## src/rtl/expr_pkg.sv

```systemverilog
// Shared state encoding and ASCII constants for the expression evaluator.
package expr_pkg;

   typedef enum logic [1:0] {
      S_NUM = 2'd0,
      S_OP  = 2'd1,
      S_ERR = 2'd2
   } state_e;

   localparam logic [7:0] CH_0   = 8'h30;
   localparam logic [7:0] CH_9   = 8'h39;
   localparam logic [7:0] CH_ADD = 8'h2B;
   localparam logic [7:0] CH_MUL = 8'h2A;
   localparam logic [7:0] CH_EQ  = 8'h3D;

endpackage

```

## src/rtl/expr_char_class.sv

```systemverilog
// Combinational classification of one ASCII character for the evaluator.
module expr_char_class
   import expr_pkg::*;
(
   input  logic [7:0] ch_i,
   output logic       is_digit_o,
   output logic [3:0] digit_o,
   output logic       is_add_o,
   output logic       is_mul_o,
   output logic       is_eq_o
);

   // The low nibble of '0'..'9' is the digit value itself.
   assign is_digit_o = (ch_i >= CH_0) && (ch_i <= CH_9);
   assign digit_o    = ch_i[3:0];
   assign is_add_o   = (ch_i == CH_ADD);
   assign is_mul_o   = (ch_i == CH_MUL);
   assign is_eq_o    = (ch_i == CH_EQ);

endmodule

```

## src/rtl/expr_eval.sv

```systemverilog
// Streaming "digit (op digit)*=" evaluator with '*' above '+', modulo 2^WIDTH.
// Define MULTI_DIGIT_EN to accept multi-digit decimal operands.
module expr_eval
   import expr_pkg::*;
#(
   parameter int WIDTH = 16
) (
   input  logic             clk,
   input  logic             clr_n,
   input  logic [7:0]       in,
   input  logic             in_valid,
   output logic [WIDTH-1:0] result,
   output logic             result_valid,
   output logic             err,
   output logic             busy
);

   localparam logic [WIDTH-1:0] ONE = {{(WIDTH-1){1'b0}}, 1'b1};
`ifdef MULTI_DIGIT_EN
   localparam logic [WIDTH-1:0] TEN = WIDTH'(4'd10);
`endif

   logic             is_digit_s;
   logic [3:0]       digit_s;
   logic             is_add_s;
   logic             is_mul_s;
   logic             is_eq_s;
   logic [WIDTH-1:0] digit_ext_s;
   logic [WIDTH-1:0] term_s;
   logic [WIDTH-1:0] total_s;

   state_e           state_q;
   logic [WIDTH-1:0] sum_q;
   logic [WIDTH-1:0] prod_q;
   logic [WIDTH-1:0] num_q;
   logic [WIDTH-1:0] result_q;
   logic             result_valid_q;
   logic             err_q;
   logic             busy_q;

   expr_char_class u_class (
      .ch_i       (in),
      .is_digit_o (is_digit_s),
      .digit_o    (digit_s),
      .is_add_o   (is_add_s),
      .is_mul_o   (is_mul_s),
      .is_eq_o    (is_eq_s)
   );

   // term_s is the pending product including the current operand.
   assign digit_ext_s = {{(WIDTH-4){1'b0}}, digit_s};
   assign term_s      = prod_q * num_q;
   assign total_s     = sum_q + term_s;

   // Parser FSM, sum/product datapath and registered outputs.
   always_ff @(posedge clk or negedge clr_n) begin
      if (!clr_n) begin
         state_q        <= S_NUM;
         sum_q          <= '0;
         prod_q         <= ONE;
         num_q          <= '0;
         result_q       <= '0;
         result_valid_q <= 1'b0;
         err_q          <= 1'b0;
         busy_q         <= 1'b0;
      end else begin
         result_valid_q <= 1'b0;
         if (in_valid) begin
            if (is_eq_s) begin
               result_valid_q <= 1'b1;
               busy_q         <= 1'b0;
               sum_q          <= '0;
               prod_q         <= ONE;
               num_q          <= '0;
               state_q        <= S_NUM;
               if (state_q == S_OP) begin
                  result_q <= total_s;
                  err_q    <= 1'b0;
               end else begin
                  result_q <= '0;
                  err_q    <= 1'b1;
               end
            end else begin
               busy_q <= 1'b1;
               case (state_q)
                  S_NUM: begin
                     if (is_digit_s) begin
                        num_q   <= digit_ext_s;
                        state_q <= S_OP;
                     end else begin
                        state_q <= S_ERR;
                     end
                  end
                  S_OP: begin
                     if (is_mul_s) begin
                        prod_q  <= term_s;
                        state_q <= S_NUM;
                     end else if (is_add_s) begin
                        sum_q   <= total_s;
                        prod_q  <= ONE;
                        state_q <= S_NUM;
                     end else if (is_digit_s) begin
`ifdef MULTI_DIGIT_EN
                        num_q   <= num_q * TEN + digit_ext_s;
                        state_q <= S_OP;
`else
                        state_q <= S_ERR;
`endif
                     end else begin
                        state_q <= S_ERR;
                     end
                  end
                  S_ERR:   state_q <= S_ERR;
                  default: state_q <= S_ERR;
               endcase
            end
         end
      end
   end

   assign result       = result_q;
   assign result_valid = result_valid_q;
   assign err          = err_q;
   assign busy         = busy_q;

endmodule

```

## config.mk

```make
export PLATFORM = sky130hd
export DESIGN_NAME = expr_eval
export DESIGN_NICKNAME = d
export VERILOG_FILES = /design/src/rtl/expr_pkg.sv /design/src/rtl/expr_char_class.sv /design/src/rtl/expr_eval.sv
export SDC_FILE = /design/constraint.sdc
export NUM_CORES = 1
export LEC_CHECK = 0
export CORE_ASPECT_RATIO = 0.5
export CORE_MARGIN = 1.5
export CORE_UTILIZATION = 40
export DETAILED_ROUTE_END_ITERATION = 16
export PLACE_DENSITY = 0.55
export SLEW_MARGIN = 40
export SYNTH_ARGS = -nofsm -noshare
export SYNTH_HDL_FRONTEND = slang
export SYNTH_HIERARCHICAL = 1
export SYNTH_SLANG_ARGS = --single-unit
export TNS_END_PERCENT = 5
```

## constraint.sdc

```tcl
create_clock -name clk -period 16.3 [get_ports clk]
set_input_delay 4.89 -clock clk [delete_from_list [all_inputs] [get_ports clk]]
set_output_delay 4.89 -clock clk [all_outputs]
set_load 0.005 [all_outputs]
```

-- Word level (Yosys, flattened, before mapping)
Cells that the tools add are included.
- register bits: 69
- output and inout bits: 19
- word-level logic and storage cells: 49
- add/sub/neg operators: 1
- multipliers: 1
- order comparisons: 2
- equality and inequality tests: 5
- mux-type cells: 21
- reduce and logical (&&, ||, !) cells: 11
- operator list (cell ; count):
    16-bit 2-to-1 mux ; 12
    8-bit by 6-bit equality test with 1-bit output, second input constant ; 3
    16-bit adder ; 1
    16-bit by 16-bit multiplier with 16-bit output ; 1
    8-bit by 6-bit >= comparator with 1-bit output, second input constant ; 1
    8-bit by 6-bit less-or-equal comparator with 1-bit output, second input constant ; 1
    2-bit 2-to-1 mux ; 4
    2-bit nonzero test ; 4
    3-bit AND reduction ; 2
    1-bit 2-to-1 mux ; 4
    2-bit one-hot mux with 2 select lines ; 1
    4-bit AND reduction ; 1
    3-bit nonzero test ; 1
    2-bit by 1-bit equality test with 1-bit output, second input constant ; 1
    2-bit zero test ; 1
    2-bit by 1-bit != test with 1-bit output, second input constant ; 1
    2-bit AND reduction ; 1
    1-bit logical AND ; 1

-- Logic depth before layout (Yosys ltp)
- depth in word-level cells: 6
- depth in mapped cells: 23
- gate-level depth less buffers: 22

-- By module
The synthesis kept the hierarchy.
- modules (own cells, without submodules) (module ; instances ; cells an instance ; area an instance (um^2) ; sequential area each (um^2)):
    expr_eval ; 1 ; 508 ; 4767.1 ; 1427.6
    expr_char_class ; 1 ; 14 ; 101.3 ; 0.0

-- Worst setup path after synthesis
No wires, ideal clock.
- path type: input to register
- from: input in[2]
- to: register prod_q[10]
- arrival time: 6.911 ns
- data required time: 16.234 ns
- path slack: 9.322 ns
- stages on the path: 10
- buffers on the path: 2
- path through: or4b_1 nor3_1 nor2_1 o21ai_0 nand2_1 inv_1 and3_1 clkbuf_1 clkbuf_1 a22o_1
- longest elaborated chain between the ends: 4
- elaborated cells between the ends (all ways): 9
- classes of those cells: eq/ne (3); mux (3); reduce/logical (3)
- RTL lines (element ; RTL line ; text):
    start: declaration ; expr_eval.sv:10 ; input logic [7:0] in,
    8-bit by 6-bit equality test with 1-bit output (*) ; expr_char_class.sv:17 ; assign is_mul_o = (ch_i == CH_MUL);
    net is_mul_s ; expr_eval.sv:26 ; logic is_mul_s;
    16-bit 2-to-1 mux ; expr_eval.sv:95 ; if (is_mul_s) begin
    16-bit 2-to-1 mux ; expr_eval.sv:85 ; case (state_q)
    16-bit 2-to-1 mux ; expr_eval.sv:69 ; if (is_eq_s) begin
    end signal: assignment ; expr_eval.sv:96 ; prod_q <= term_s;
    end: declaration ; expr_eval.sv:34 ; logic [WIDTH-1:0] prod_q;
Mark *: on every way through the listed nets, which the timed path passes. The rest lies on a longest branch. The select of a mux whose other input is x is not followed.
A chain may end at the register's enable or synchronous reset.

-- Worst setup path in the final report
- from: input in[2]
- to: register prod_q[15]
The elaborated chain is that of the path after synthesis.

==> metrics.cfg <==
[route]
final_antenna_net_count = 0
vias = 3582
first_pass_iters = 4
drt-total-wl_mm = 11.04
drc = 0
via_per_inst = 5.003
first_iter_violations = 119
wl_per_cell_um = 15.42

[clock_network]
clkTransAtPathRegs_ns = 0.05
htree_levels = 3
clkLatencyLatePin_ns = 0.32
cts_buffers = 9
cts_resized = 0
cts_tree = yes
clockBufferDepth = 2
clkSinkCount = 57
cts_hold_buffers = 0
postCtsSetupBuffers = 0
root_buffer = clkbuf_16

[timing]
timing.fmax_ghz = 0.1319
fin_tns_setup_ns = 0
maxSlewViolCount = 0
worstMarginPinSlew_ns = 0.7354
rsz0062_at_grt = false
hold_viol = 0
fin_crit_sh_pct = 46.51
setup_viol = 0
period_needed_ns = 7.581
finClkSkew_ns = 0.007176
worst_slack_ns = 8.719
relSlewSlack_pct = 50.97

[setup_path]
regToRegEndpoint = result[15]$_DFFE_PN0P_
crit_path_start = in[2]
reg2reg_slack_ns = 10.00
endpoint = prod_q[15]$_DFFE_PN0P_
rr_worst_depth = 22
endpoint_kind = flop
crit_type = primary input to flop
r2r-start = num_q[2]$_DFFE_PN0P_
arrival_ns = 7.84
cp_max_fo = 16
required_ns = 16.56
start_kind = primary input

[power_and_ir_drop]
power_frac_seq_pct = 45.2
ir_worst_vdd_mv = 0.05945
leakage_uw = 0.002813
power.density_nw_per_um2 = 57.47
clkPwrFrac_pct = 52.0
comb_power_share_pct = 2.8
switchingPower_uw = 71.39
swShare_pct = 22.33
p_int_uw = 248.3

[synthesis]
synth_edf_count = 0
synth_cell_types = 53
yosys-top-cells-count = inv_1 (66), dfrtp_1 (56), ha_1 (56)
syn_area_per_cell_um2 = 9.326
yosysSeqAreaShare_pct = 29.32
async_flop_share_pct = 100.0
yosysMostFrequentCell = inv_1
synth_area_leader_cell = dfrtp_1
synth-main-ff-cell = dfrtp_1
synth_seq_cells = 57
synth_top_area_share_pct = 28.78
synth_cells = 522
yosys_warnings = 6
synth_nets = 614
synthTopCellsByArea = dfrtp_1 (29%), ha_1 (14%), fa_1 (10%)
syn_area_um2 = 4868

[grt]
antenna_found_initial = 0
grt_use_total_pct = 18.29
overflow = 0
grt_max_degree = 58
grt_pass1_vias = 3522
grt_pass1_wl_mm = 18.31

[hold_path]
hp-class = flop to flop

[floorplan]
dieWidth_um = 159.0
fp.dieH_um = 81.01
core_area_um2 = 11840
rows = 28
io_pins = 30
die-area_um2 = 12880
start_util_pct = 41.11

[place]
gp_congestion = 0.8413
place_ws_ns = 8.384
portBuffers = 29
dp_hpwl_mm = 8.350

[final_layout]
syn_to_final_growth_pct = 14.24
nFillCells = 1160
final_layout_size_suffix_gt1_share_pct = 5.445
final_nets = 638
diodes = 0

[status]
status = finished clean

[flow_run]
drv_cap = 0

## worst min-delay path by stage
stage / startpoint / slack (ns) / cells past startpoint / endpoint
2_1_floorplan: prod_q[15]$_DFFE_PN0P_ / 0.45 / 2 / prod_q[15]$_DFFE_PN0P_
3_3_place_gp: prod_q[15]$_DFFE_PN0P_ / 0.47 / 2 / prod_q[15]$_DFFE_PN0P_
3_5_place_dp: prod_q[15]$_DFFE_PN0P_ / 0.47 / 2 / prod_q[15]$_DFFE_PN0P_
4_1_cts: prod_q[15]$_DFFE_PN0P_ / 0.48 / 2 / prod_q[15]$_DFFE_PN0P_
5_1_grt: result[1]$_DFFE_PN0P_ / 0.51 / 2 / result[1]$_DFFE_PN0P_
6_report: prod_q[15]$_DFFE_PN0P_ / 0.48 / 2 / prod_q[15]$_DFFE_PN0P_
## power groups by stage
| stage | clock [uW] | sequential (uW) | combinational, uW |
|---|---|---|---|
| 6_report | 166 | 144 | 9.00 |
| 5_1_grt | 176 | 145 | 10.2 |
| 4_1_cts | 170 | 144 | 9.25 |
| 3_5_place_dp | 0 | 147 | 9.23 |
| 3_3_place_gp | 0 | 147 | 9.11 |
| 2_1_floorplan | 0 | 146 | 3.08 |
## state kept, by name (all words and copies together), names as in the netlist
register	flops
state_q	2
prod_q	16
num_q	4
err	1
result_valid	1
busy	1
result	16
sum_q	16
## cell usage in the layout (no fill, tap or decap), drive strengths merged, types with 11 or more instances in the layout
master and count:
inv 66, ha 56, dfrtp 56, and2 54
nand2 36, a22o 29, o21ai 29, clkdlybuf4s50 28
nor2 27, fa 25, xnor2 14, a21oi 12
xor2 11, nor3 11
## layout make-up
cell class	count	area, um2	share of cell area (%)
timing repair buffer	31	300.3	5.399
tap	165	206.4	3.712
clock inverter	6	35.03	0.6299
multi-input combinational	381	3115	56.02
clock buffer	10	229.0	4.117
sequential	57	1428	25.67
inverter	66	247.7	4.454
## through the flow
step                utilization [%]  cells  total power, uW  instance area (um2)  hold WS, ns
finish                        46.97    716            319.7                 5562       0.4779
global route                  46.97    716            330.3                 5562       0.5079
CTS                           46.91    716            323.3                 5555       0.4807
detailed placement            44.69    700            156.0                 5291       0.4693
global placement              44.69    700            155.9                 5291       0.4707
floorplan                         -    522            149.0                 4868       0.4461
## cells by family (layout without fill, tap and decap cells)
logic type	Yosys count	count (layout)	share of synthesized area, %
AND/OR/NAND/NOR	158	158	17.27
AO/OA/AOI/OAI	116	116	16.81
buffers and inverters	84	113	6.811
adder cells (fa/ha/maj)	81	81	24.67
flip-flops	57	57	29.32
XOR/XNOR	26	26	5.114
## routing by layer
metal | global-route usage, % | share of wire (%)
met5 | 0 | 0
met1 | 27.55 | 55
met2 | 27.64 | 41
met3 | 2.707 | 3.3
met4 | 3.962 | 0.77
## critical path, stage by stage
cell             delay [ns]
clkdlybuf4s50_1        0.46
or4b_1                 0.57
nor3_1                 0.32
nor2_1                 0.08
o21ai_0                0.15
nand2_1                0.33
inv_1                  0.20
and3_1                 0.52
a21bo_2                0.28
nand2_1                0.05
Power figures use the tool's default switching activity.
